--- config.mk ---
export PLATFORM = sky130hd
export DESIGN_NAME = ram_rr_arbiter
export DESIGN_NICKNAME = d
export VERILOG_FILES = /design/src/rtl/ram_rr_arbiter.sv
export SDC_FILE = /design/constraint.sdc
export NUM_CORES = 1
export LEC_CHECK = 0
export CAP_MARGIN = 20
export CORE_ASPECT_RATIO = 0.9
export CORE_MARGIN = 5
export CORE_UTILIZATION = 41
export CTS_CLUSTER_DIAMETER = 50
export DETAILED_ROUTE_END_ITERATION = 8
export PLACE_DENSITY = 0.81
export SLEW_MARGIN = 5
export SYNTH_ARGS = -nofsm -noshare
export SYNTH_HDL_FRONTEND = slang
export SYNTH_SLANG_ARGS = --single-unit
--- constraint.sdc ---
create_clock -name clk -period 3.2 [get_ports clk]
set_input_delay 0.64 -clock clk [delete_from_list [all_inputs] [get_ports clk]]
set_output_delay 0.64 -clock clk [all_outputs]
set_load 0.05 [all_outputs]
--- src/rtl/ram_rr_arbiter.sv ---
// Two-requester arbiter sharing one single-port RAM (sync write, async read).
// Each granted request is registered onto the RAM bus for exactly one cycle.
// Read data is captured at the end of that cycle and returned to the owner
// with a one-cycle rvalid pulse.
// Build option: define ARB_FIXED_PRI_EN for fixed priority (requester 0 wins).
// The default build uses round-robin.
module ram_rr_arbiter #(
   parameter int unsigned WIDTH = 2,
   parameter int unsigned DEPTH = 8
) (
   input  logic                       clk,
   input  logic                       rst_n,
   input  logic                       i_req0,
   input  logic                       i_req1,
   input  logic                       i_rw0,
   input  logic                       i_rw1,
   input  logic [$clog2(DEPTH)-1:0]   i_addr0,
   input  logic [$clog2(DEPTH)-1:0]   i_addr1,
   input  logic [WIDTH-1:0]           i_wdata0,
   input  logic [WIDTH-1:0]           i_wdata1,
   output logic                       o_gnt0,
   output logic                       o_gnt1,
   output logic [WIDTH-1:0]           o_rdata0,
   output logic [WIDTH-1:0]           o_rdata1,
   output logic                       o_rvalid0,
   output logic                       o_rvalid1,
   output logic                       o_ram_rw,
   output logic [$clog2(DEPTH)-1:0]   o_ram_addr,
   output logic [WIDTH-1:0]           o_ram_wdata,
   input  logic [WIDTH-1:0]           i_ram_rdata
);

   localparam int unsigned AW = $clog2(DEPTH);

   typedef enum logic [1:0] {
      StIdle   = 2'd0,
      StServe0 = 2'd1,
      StServe1 = 2'd2
   } state_t;

   state_t           r_state;
   state_t           w_state_d;
   logic             r_ram_rw;
   logic [AW-1:0]    r_ram_addr;
   logic [WIDTH-1:0] r_ram_wdata;
   logic [WIDTH-1:0] r_rdata0;
   logic [WIDTH-1:0] r_rdata1;
   logic             r_rvalid0;
   logic             r_rvalid1;
   logic             w_rd_done0;
   logic             w_rd_done1;

`ifndef ARB_FIXED_PRI_EN
   // Last requester served; resets to 1 so requester 0 wins the first tie.
   logic             r_last;
`endif

   // Next-state selection.
   always_comb begin
      w_state_d = r_state;
      unique case (r_state)
         StIdle: begin
`ifdef ARB_FIXED_PRI_EN
            if (i_req0) begin
               w_state_d = StServe0;
            end else if (i_req1) begin
               w_state_d = StServe1;
            end else begin
               w_state_d = StIdle;
            end
`else
            if (i_req0 && i_req1) begin
               w_state_d = r_last ? StServe0 : StServe1;
            end else if (i_req0) begin
               w_state_d = StServe0;
            end else if (i_req1) begin
               w_state_d = StServe1;
            end else begin
               w_state_d = StIdle;
            end
`endif
         end
         // The served requester's req is still high this cycle, so it is ignored
         // here except where fixed priority needs it.
         StServe0: begin
`ifdef ARB_FIXED_PRI_EN
            w_state_d = (i_req1 && !i_req0) ? StServe1 : StIdle;
`else
            w_state_d = i_req1 ? StServe1 : StIdle;
`endif
         end
         StServe1: begin
            w_state_d = i_req0 ? StServe0 : StIdle;
         end
         default: begin
            w_state_d = StIdle;
         end
      endcase
   end

   // State register.
   always_ff @(posedge clk or negedge rst_n) begin
      if (!rst_n) begin
         r_state <= StIdle;
      end else begin
         r_state <= w_state_d;
      end
   end

`ifndef ARB_FIXED_PRI_EN
   // Remember the requester entering service for the next tie-break.
   always_ff @(posedge clk or negedge rst_n) begin
      if (!rst_n) begin
         r_last <= 1'b1;
      end else if (w_state_d == StServe0) begin
         r_last <= 1'b0;
      end else if (w_state_d == StServe1) begin
         r_last <= 1'b1;
      end
   end
`endif

   // RAM bus registers: load on entering a serve state; clear rw on entering idle.
   always_ff @(posedge clk or negedge rst_n) begin
      if (!rst_n) begin
         r_ram_rw    <= 1'b0;
         r_ram_addr  <= '0;
         r_ram_wdata <= '0;
      end else begin
         case (w_state_d)
            StServe0: begin
               r_ram_rw    <= i_rw0;
               r_ram_addr  <= i_addr0;
               r_ram_wdata <= i_wdata0;
            end
            StServe1: begin
               r_ram_rw    <= i_rw1;
               r_ram_addr  <= i_addr1;
               r_ram_wdata <= i_wdata1;
            end
            default: begin
               r_ram_rw    <= 1'b0;
            end
         endcase
      end
   end

   // A read access completes at the edge ending its serve cycle.
   always_comb begin
      w_rd_done0 = (r_state == StServe0) && !r_ram_rw;
      w_rd_done1 = (r_state == StServe1) && !r_ram_rw;
   end

   // Capture read data for the owner; rdata holds until that owner's next read.
   always_ff @(posedge clk or negedge rst_n) begin
      if (!rst_n) begin
         r_rdata0  <= '0;
         r_rdata1  <= '0;
         r_rvalid0 <= 1'b0;
         r_rvalid1 <= 1'b0;
      end else begin
         r_rvalid0 <= w_rd_done0;
         r_rvalid1 <= w_rd_done1;
         if (w_rd_done0) begin
            r_rdata0 <= i_ram_rdata;
         end
         if (w_rd_done1) begin
            r_rdata1 <= i_ram_rdata;
         end
      end
   end

   // Output decode: grants straight from state, everything else registered.
   always_comb begin
      o_gnt0      = (r_state == StServe0);
      o_gnt1      = (r_state == StServe1);
      o_rdata0    = r_rdata0;
      o_rdata1    = r_rdata1;
      o_rvalid0   = r_rvalid0;
      o_rvalid1   = r_rvalid1;
      o_ram_rw    = r_ram_rw;
      o_ram_addr  = r_ram_addr;
      o_ram_wdata = r_ram_wdata;
   end

endmodule

---- Word level (Yosys, flattened, before mapping) ----
Cells that the tools add are included.
cells by class
  equal/unequal tests ..................... 4
  muxes and demuxes ....................... 11
  reduce and logical (&&, ||, !) cells .... 6
operators with widths
  kind                                                                    number
  2-bit two-way mux                                                       4
  2-bit case mux with 3 select lines                                      1
  3-bit case mux with 2 select lines                                      1
  2-bit by 1-bit equality test with 1-bit output (second input constant)  2
  2-bit equality test (second input constant)                             2
  2-bit case mux with 2 select lines                                      1
  1-bit logical AND                                                       3
  1-bit two-way mux                                                       3
  2-bit logical NOT                                                       1
  1-bit case mux with 2 select lines                                      1
  2-bit nonzero test                                                      1
  1-bit logical NOT                                                       1
word-level totals
  flip-flop bits (word level) ............. 15
  input bits .............................. 18
  output and inout port bits .............. 14
  word-level logic and storage cells ...... 30

---- Logic depth before layout (Yosys ltp) ----
Gate-level depths: netlist of the first run.
  depth in word-level cells ............... 7
  gate-level depth with buffers ........... 6
  mapped depth without buffers ............ 5

---- Worst setup path before layout of the first run ----
Ideal clock, no wire load.
  path kind ............................... register -> output
  start point ............................. register r_state[1]
  end point ............................... output o_gnt1
  data arrival time ....................... 1138 ps
  data required time ...................... 2560 ps
  slack ................................... 1422 ps
  stages on the path, launching flop included .. 2
  buffers on the path ..................... 0
  cell sequence ........................... dfrtp_1 -> nor2b_1
on the way
  cells in the longest elaborated chain, start to end .. 1
ends and longest elaborated chain
  element                 RTL line  text
  start, declared         41        state_t r_state;
  start signal, assigned  104       r_state <= StIdle;
  start signal, assigned  106       r_state <= w_state_d;
  2-bit equality test     176       o_gnt1 = (r_state == StServe1);
  end, declared           22        output logic o_gnt1,
No other way between the ends.

---- Worst setup path in the final report of the first run ----
  start point ............................. register r_state[1]
  end point ............................... output o_gnt0
on the way
  cells in the longest elaborated chain, start to end .. 1
ends and longest elaborated chain
  element                                         RTL line  text
  2-bit by 1-bit equality test with 1-bit output  175       o_gnt0 = (r_state == StServe0);
  end, declared                                   21        output logic o_gnt0,
No other way between the ends.

==> results of run 1 <==
==> power by group <==
group	leakage [nW]	switching, mW	internal, mW	total (mW)
clock network	0.0150	0.0590	0.0484	0.107
registers	0.184	0.0476	0.268	0.315
logic	0.236	0.339	0.196	0.535
==> state kept, by name, indices dropped and copies added (netlist names) <==
register,count
o_rvalid1,1
r_last,1
o_ram_wdata,2
o_rdata1,2
r_state,2
o_ram_rw,1
o_ram_addr,3
o_rvalid0,1
o_rdata0,2
==> area by class of cell <==
class,count,area [µm²],area share [%]
Inverter,1,3.75,0.368
Timing Repair Buffer,31,310,30.4
Tap cell,22,27.5,2.70
Multi-Input combinational cell,34,275,27.0
Clock buffer,4,26.3,2.58
Sequential cell,15,377,36.9
==> metrics by stage <==
stage	hold slack [ns]	cells
global placement	0.469	103
detailed placement	0.478	103
finish	0.490	107
global route	0.529	107
CTS	0.499	107
floorplan	0.344	52
==> final timing paths <==
path | start | end | slack (ns)
worst max-delay path | r_state[1] | o_gnt0 | 0.83
worst min-delay path | o_rdata0[0] | o_rdata0[0] | 0.49
worst max register to register | r_state[0] | o_ram_addr[0] | 1.53
worst min register to register | o_rdata0[0] | o_rdata0[0] | 0.49
max in group asynchronous | rst_n | r_state[0] | 2.01
min in group asynchronous | rst_n | o_rdata0[1] | 0.76
==> metal layers <==
metal  vias to the layer above  track usage [%]
li1                        246                -
met4                         0             6.12
met5                         -                0
met2                        29             20.3
met3                         3             3.98
met1                       220             14.9
==> kinds of logic after synthesis <==
group           Yosys count  synth area share, %
buf+inv                   3                 1.88
fa+ha+maj                 2                 3.77
flops                    15                 56.7
simple gates             12                 13.2
compound gates           10                 8.66
mux                      10                 15.8
==> cells in the mapped netlist, drive strengths merged <==
| master | n |
|---|---|
| clkbuf | 1 |
| mux2 | 4 |
| mux2i | 6 |
| nand2 | 5 |
| nand2b | 1 |
| a21o | 1 |
| inv | 1 |
| and2b | 2 |
| nor2 | 1 |
| nor2b | 1 |
| dfrtp | 14 |
| o21a | 1 |
| dfstp | 1 |
| nor3b | 2 |
| a21oi | 1 |
| buf | 1 |
| a22oi | 1 |
| o21ai | 6 |
| ha | 2 |
==> worst reg2reg max path, delay by kind of cell, from the launching register on <==
kind,cells,cell delay [ns]
flops,1,0.45
mux,1,0.21
fa+ha+maj,1,0.37
compound gates,2,0.27
simple gates,1,0.24
==> impl_metrics.py, run 1 <==
metrics = {
    "setup_path": {
        "worstPathMaxFanout": 5,
        "startpoint_type": "register",
        "path_delay_family": "buffers and inverters",
        "slowest_stage": "clkdlybuf4s50_1",
        "worstSetupPathType": "reg2out",
        "worstSetupEndpointType": "primary output",
        "critical_path.cell_chain": "and2b_1, clkdlybuf4s50_1",
        "timing.critical_path.buf_inv": 1,
        "path_depth": 2,
        "cp.arrival_ns": 1.73,
        "ff2ff_path_depth": 5,
        "cp.required_ns": 2.56,
        "cpPeakStageDelay_ns": 0.80,
    },
    "power_and_ir_drop": {
        "power.leakage_nw": 0.434,
        "power.density_nw_per_um2": 939,
        "finalPower_mw": 0.957,
        "ir_worst_vdd_v": 0.000594,
    },
    "clocking": {
        "cts_sinks": 15,
        "htreeDepth": 1,
        "cts_resized": 0,
        "cts_tree": "yes",
        "hold_buffers": 0,
        "clock_path_buffers": 2,
        "cts_made_buffers": 3,
        "clkTransAtPathRegs_ns": 0.09,
        "root_buffer": "clkbuf_4",
        "cts_setup_buffers": 0,
        "insertion_delay_ns": 0.28,
    },
    "route": {
        "wirelength_um": 1320,
        "top_layer_used": "met4",
        "wl_met1_um": 598,
        "via_count": 498,
        "drt_iter0_drc": 0,
        "met3_length_um": 132,
        "drc": 0,
        "wl_per_cell_um": 12.3,
        "via_per_inst": 4.65,
        "antenna_left": 0,
        "wl_met2_um": 572,
        "drtPass1Iterations": 1,
    },
    "floorplanning": {
        "rows": 13,
        "die_y_um": 48.2,
        "start_util_pct": 44.4,
        "boundaryPins": 32,
        "die_x_um": 52.4,
        "dieArea_um2": 2530,
        "core-area_um2": 1500,
    },
    "sta": {
        "rsz0062_at_grt": "false",
        "hold_violations": 0,
        "worst_pin_slew_ns": 0.672,
        "setup_violations": 0,
        "min_period_ns": 2.37,
        "finalCritPeriodShare_pct": 74.0,
        "fin_setup_tns_ns": 0,
        "clock_skew_ns": 0.000726,
        "report.final.slew_viol_count": 0,
        "setup_ws_ns": 0.833,
        "clock.fmax_mhz": 423,
        "relSlewSlack_pct": 55.1,
    },
    "final_layout": {
        "area_delta_synth_final_pct": 53.5,
        "diodes": 0,
        "post-route-util_pct": 68.1,
        "final_common_cell": "clkdlybuf4s50_1",
        "drive_above_1_share_pct": 8.24,
        "fillCellCount": 134,
        "layout.cells.most_common_list": "31 x clkdlybuf4s50_1, 14 x dfrtp_1, 6 x o21ai_0, 6 x mux2i_1, 5 x nand2_1",
        "design_area_um2": 1020,
        "nets": 106,
    },
    "place": {
        "post-place-ws_ns": 0.946,
        "place_congestion": 0.635,
        "io_buffers": 31,
        "hpwl_um": 1050,
        "placed_area_um2": 993,
    },
    "logic_synthesis": {
        "avgSynthCellArea_um2": 12.8,
        "synth_top_area_share_pct": 52.7,
        "synth_top_area_cell": "dfrtp_1",
        "ys_warn_count": 0,
        "synth_cells": 52,
        "synth.distinct_cells": 20,
        "syn_area_um2": 664,
        "ys_seq_area_share_pct": 56.7,
        "synth_area_leaders": "dfrtp_1 53%, mux2i_1 9.0%, nor3b_4 5.6%",
        "synth_fp_nets": 72,
        "ys_seq_elements": 15,
    },
    "grt": {
        "antenna_found_initial": 0,
        "first_global_vias": 533,
        "globalRouteTotalUtil_pct": 12.3,
        "grt_first_pass_wirelength_um": 2220,
        "grt_start_max_net_pins": 16,
        "overflow": 0,
    },
    "flow_run": {
        "cap_violations": 0,
    },
    "hold_path": {
        "hp-class": "reg2reg",
        "hold-path-cell-count": 1,
    },
    "run_status": {
        "status": "completed",
    },
}
(Power assumes the default switching activity.)
==> run 2: changes to the inputs <==
--- a/config.mk
+++ b/config.mk
@@ -8,10 +8,10 @@
 export CAP_MARGIN = 20
 export CORE_ASPECT_RATIO = 0.9
 export CORE_MARGIN = 5
-export CORE_UTILIZATION = 41
+export CORE_UTILIZATION = 38
 export CTS_CLUSTER_DIAMETER = 50
 export DETAILED_ROUTE_END_ITERATION = 8
-export PLACE_DENSITY = 0.81
+export PLACE_DENSITY = 0.76
 export SLEW_MARGIN = 5
 export SYNTH_ARGS = -nofsm -noshare
 export SYNTH_HDL_FRONTEND = slang
==> constraint.sdc (replaced) <==
create_clock -name clk -period 2.2 [get_ports clk]
set_input_delay 0.44 -clock clk [delete_from_list [all_inputs] [get_ports clk]]
set_output_delay 0.44 -clock clk [all_outputs]
set_load 0.05 [all_outputs]
==> run 2 against run 1 <==
Effect of this change:
- non-clock buffer count is the same
- setup slack worse by 0.67 ns
- register-to-register slack lost 1.1 ns
- combinational power grew 44%
- count of clock-buffer cells in the layout is 1 lower
- hold slack improved by 0.0044 ns
- critical path depth down 1
- design area is 0.37% higher
- first-iteration DRC count rose by 2
- sequential power rose by 46%
- largest cell class unchanged
- largest power group unchanged
==> impl_metrics.py, run 2 (synthesized netlist as in run 1, its figures left out) <==
metrics = {
    "setup_path": {
        "cpPeakStageDelay_ns": 0.84,
        "timing.critical_path.buf_inv": 1,
        "cp.arrival_ns": 1.60,
        "startpoint_type": "register",
        "reg2reg_slack_ns": 0.45,
        "slowest_stage": "clkdlybuf4s50_1",
        "cp.required_ns": 1.76,
        "worstPathMaxFanout": 3,
        "critical_path.cell_chain": "clkdlybuf4s50_1",
        "path_delay_family": "buffers and inverters",
        "worstSetupEndpointType": "primary output",
        "worstSetupPathType": "reg2out",
    },
    "final_layout": {
        "stdcell_count": 109,
        "final_common_cell": "clkdlybuf4s50_1",
        "design_area_um2": 1020,
        "area_delta_synth_final_pct": 54.0,
        "layout.cells.most_common_list": "29 x clkdlybuf4s50_1, 14 x dfrtp_1, 6 x o21ai_0, 6 x mux2i_1, 5 x nand2_1",
        "largest_reg_flops": 3,
        "nets": 106,
        "drive_above_1_share_pct": 10.6,
        "diodes": 0,
    },
    "clocking": {
        "root_buffer": "clkbuf_4",
        "clock_path_buffers": 2,
        "htreeDepth": 1,
        "clkTransAtPathRegs_ns": 0.09,
        "cts_made_buffers": 3,
        "insertion_delay_ns": 0.28,
        "cts_tree": "yes",
        "hold_buffers": 0,
        "cts_sinks": 15,
    },
    "grt": {
        "grt_start_max_net_pins": 16,
        "antenna_found_initial": 0,
        "first_global_vias": 517,
        "globalRouteTotalUtil_pct": 11.3,
        "overflow": 0,
        "grt_first_pass_wirelength_um": 2170,
    },
    "place": {
        "place_congestion": 0.659,
        "hpwl_um": 1110,
        "dpl.cell_count": 105,
        "placed_area_um2": 993,
        "io_buffers": 31,
    },
    "floorplanning": {
        "rows": 14,
        "dieArea_um2": 2690,
        "start_util_pct": 39.9,
        "die_x_um": 54.1,
        "boundaryPins": 32,
        "core-area_um2": 1660,
        "die_y_um": 49.7,
    },
    "route": {
        "drc": 0,
        "drtPass1Iterations": 3,
        "wirelength_um": 1350,
        "via_count": 500,
        "wl_per_cell_um": 12.4,
        "antenna_left": 0,
        "via_per_inst": 4.59,
        "drt_iter0_drc": 2,
    },
    "sta": {
        "clock_skew_ns": 0.00539,
        "hold_violations": 0,
        "rsz0062_at_grt": "false",
        "worst_pin_slew_ns": 0.643,
        "min_period_ns": 2.04,
        "relSlewSlack_pct": 57.0,
        "report.final.slew_viol_count": 0,
        "fin_setup_tns_ns": 0,
        "finalCritPeriodShare_pct": 92.6,
        "setup_violations": 0,
        "clock.fmax_mhz": 491,
    },
    "power_and_ir_drop": {
        "ir_worst_vdd_v": 0.000883,
        "power.density_nw_per_um2": 1360,
        "power.leakage_nw": 0.454,
    },
    "hold_path": {
        "hp-class": "reg2reg",
    },
    "flow_run": {
        "cap_violations": 0,
    },
    "run_status": {
        "status": "completed",
    },
}
==> run 2: changes by cell type in the layout (fill, tap and decap cells not counted), sizes merged <==
cell / change
clkbuf: -1
buf: +1
clkdlybuf4s50: -2
dlymetal6s2s: +1
clkinv: +1
==> run 2: area by class of cell <==
type	instances	area (µm²)
clock buffers	3	22.5
clock inverters	1	5.00
fillers	145	641
inverters	1	3.75
multi-input cells	34	275
flip-flops and latches	15	377
well taps	24	30.0
repair buffers	31	310
==> run 2: worst paths after layout <==
path	from	end	depth (start not counted)
max	o_ram_rw	o_ram_rw	1
min	o_rdata0[1]	o_rdata0[1]	1
max reg2reg	r_state[0]	o_ram_addr[2]	5
min reg2reg	o_rdata0[1]	o_rdata0[1]	1
max in group asynchronous	rst_n	o_ram_addr[2]	1
min in group asynchronous	rst_n	o_rvalid0	1
==> run 2: report_power, final <==
part / switching (mW) / internal [mW]
Combinational: 0.490 / 0.283
Clock: 0.0880 / 0.0676
Sequential: 0.0701 / 0.389
Total: 0.648 / 0.740
==> run 2: metal layers <==
metal  vias up  track usage (%)  routed length [µm]  share of wire [%]
met3         2             4.52                  93                6.9
met4         0             3.73                  19                1.4
li1        244                -                   -                  -
met1       236             12.3                 520                 38
met2        18             19.6                 719                 53
met5         -                0                   0                  0
==> run 2: through the flow <==
step                setup slack (ns)  power (mW)  hold slack, ns  util (%)
floorplan                      0.622       0.971           0.144         -
finish                         0.163        1.39           0.494      61.5
detailed placement             0.108        1.25           0.483      59.7
global placement               0.176        1.24           0.469      59.7
global route                   0.108        1.47           0.527      61.5
CTS                           0.0385        1.41           0.502      61.4
==> run 2: timing repair <==
action	CTS	global route
gates resized for setup	0	1
endpoints found under the setup margin	0	1
buffers inserted	0	0
==> RTL change (settings of run 2) <==
The parameter `WIDTH` goes from 2 to 4.
--- a/src/rtl/ram_rr_arbiter.sv
+++ b/src/rtl/ram_rr_arbiter.sv
@@ -5,7 +5,7 @@
 // Build option: define ARB_FIXED_PRI_EN for fixed priority (requester 0 wins).
 // The default build uses round-robin.
 module ram_rr_arbiter #(
-   parameter int unsigned WIDTH = 2,
+   parameter int unsigned WIDTH = 4,
    parameter int unsigned DEPTH = 8
 ) (
    input  logic                       clk,
Interface: changed (6 resized); port bits go from 32 to 44. No check against the original RTL was run, so the function may have changed too.
==> RTL change against run 2 <==
- sequential cell count grew 6
- cell area grew 36%
- wire length grew 46%
- worst setup slack worse by 26 ps
- register-to-register slack better by 70 ps
- power grew 47%
- via count grew 36%
- combinational power up 54%
- synthesized cell count is 31% higher
- critical path depth is the same
- clock power up 21%
- synthesized area grew 35%
==> RTL change: results (changes against run 2) <==
status: "finished clean"
p_sw_mw: 0.977  # +51%
power.leakage_nw: 0.599  # +32%
io_buffers: 43  # +39%
r2r_cells: 4  # -1
post_cts.repair.setup_buffers: 0  # unchanged
peakVddDrop_v: 0.00114  # +29%
drtIter0Drc: 4  # +2
crit_arrival_ps: 1620  # +20 ps
first_pass_iters: 2  # -1
fin_cells: 142  # +30%
grt_start_max_net_pins: 17  # +1
reg2reg_slack_ps: 520  # +70 ps
dp_hpwl_um: 1600  # +45%
grt_usage: 0.126  # +0.0128
skew_ps: 1.80  # -3.59 ps
wire_per_inst_um: 13.9  # +12%
synth_cell_types: 18  # -10%
gp_congestion: 0.740  # +12%
synth_commonest_cells: "20 x dfrtp_1, 8 x mux2_2, 8 x mux2i_1, 8 x o21ai_0, 7 x nand2_1"
antenna_found_initial: 0  # unchanged
worst_hold_path_type: "in2async"
synth_nets: 94  # +31%
clk_pin_slew_worst_paths_ps: 120  # +30 ps
clock_latency_ps: 310  # +30 ps
drive_gt1_frac: 0.165  # +0.0593
post_dp_cell_area_mm2: 0.00136  # +37%
routed_via_density: 4.77  # +4.1%
worst_pin_slew_ps: 522  # -121 ps
grt_pass1_wl_um: 3240  # +49%
hold_viol: 0  # unchanged
seq_area_frac_synth: 0.586  # +0.0195
synth_cells: 68  # +31%
rr_endpoint: "r_last$_DFFE_PN1P_"
holdWs_ps: 433  # -61.3 ps
synthTopCellsByArea: "dfrtp_1 56%, mux2_2 10%, mux2i_1 8.9%, o21ai_0 4.5%, nor3b_4 4.2%"
grt_pass1_vias: 697  # +35%
==> RTL change: cell count changes in the layout (fill, tap and decap cells not counted), sizes merged <==
cell	before	now
and2b	2	3
buf	1	4
clkdlybuf4s50	29	41
dfrtp	14	20
dlymetal6s2s	1	0
mux2	4	8
mux2i	6	8
nand2	5	7
nor2b	1	0
o21ai	6	8
==> RTL change: area by class of cell <==
type | instances | area, um2
fill | 192 | 831
timing repair buffer | 45 | 440
multi-input combinational | 44 | 359
sequential | 21 | 527
tap | 27 | 33.8
clock buffer | 3 | 22.5
clock inverter | 1 | 5.00
inverter | 1 | 3.75
==> RTL change: power by group through the flow <==
stage | Sequential [mW] | Combinational, mW | Clock, mW
after floorplan | 1.18 | 0.259 | 0
after global placement | 0.659 | 1.18 | 0
after detailed placement | 0.665 | 1.20 | 0
after CTS | 0.660 | 1.20 | 0.197
after global routing | 0.679 | 1.25 | 0.207
final | 0.658 | 1.19 | 0.188
==> RTL change: kinds of logic after synthesis <==
logic type / synth area share
AO/OA/AOI/OAI: 0.0752
adder cells (fa/ha/maj): 0.0279
buffers and inverters: 0.0139
flip-flops: 0.586
multiplexers: 0.189
AND/OR/NAND/NOR: 0.107
==> RTL change: metal layers <==
| layer | share of wire | global-route usage |
|---|---|---|
| met5 | 0 | 0 |
| met3 | 0.12 | 0.0696 |
| met2 | 0.44 | 0.193 |
| met4 | 0.0045 | 0.0279 |
| met1 | 0.43 | 0.154 |
==> RTL change: through the flow <==
| step | setup slack (ps) | total power, mW | utilization |
|---|---|---|---|
| floorplan | 583 | 1.44 | - |
| global placement | 195 | 1.84 | 0.614 |
| detailed placement | 162 | 1.87 | 0.614 |
| CTS | 119 | 2.06 | 0.626 |
| global route | 91.9 | 2.14 | 0.626 |
| finish | 136 | 2.04 | 0.626 |
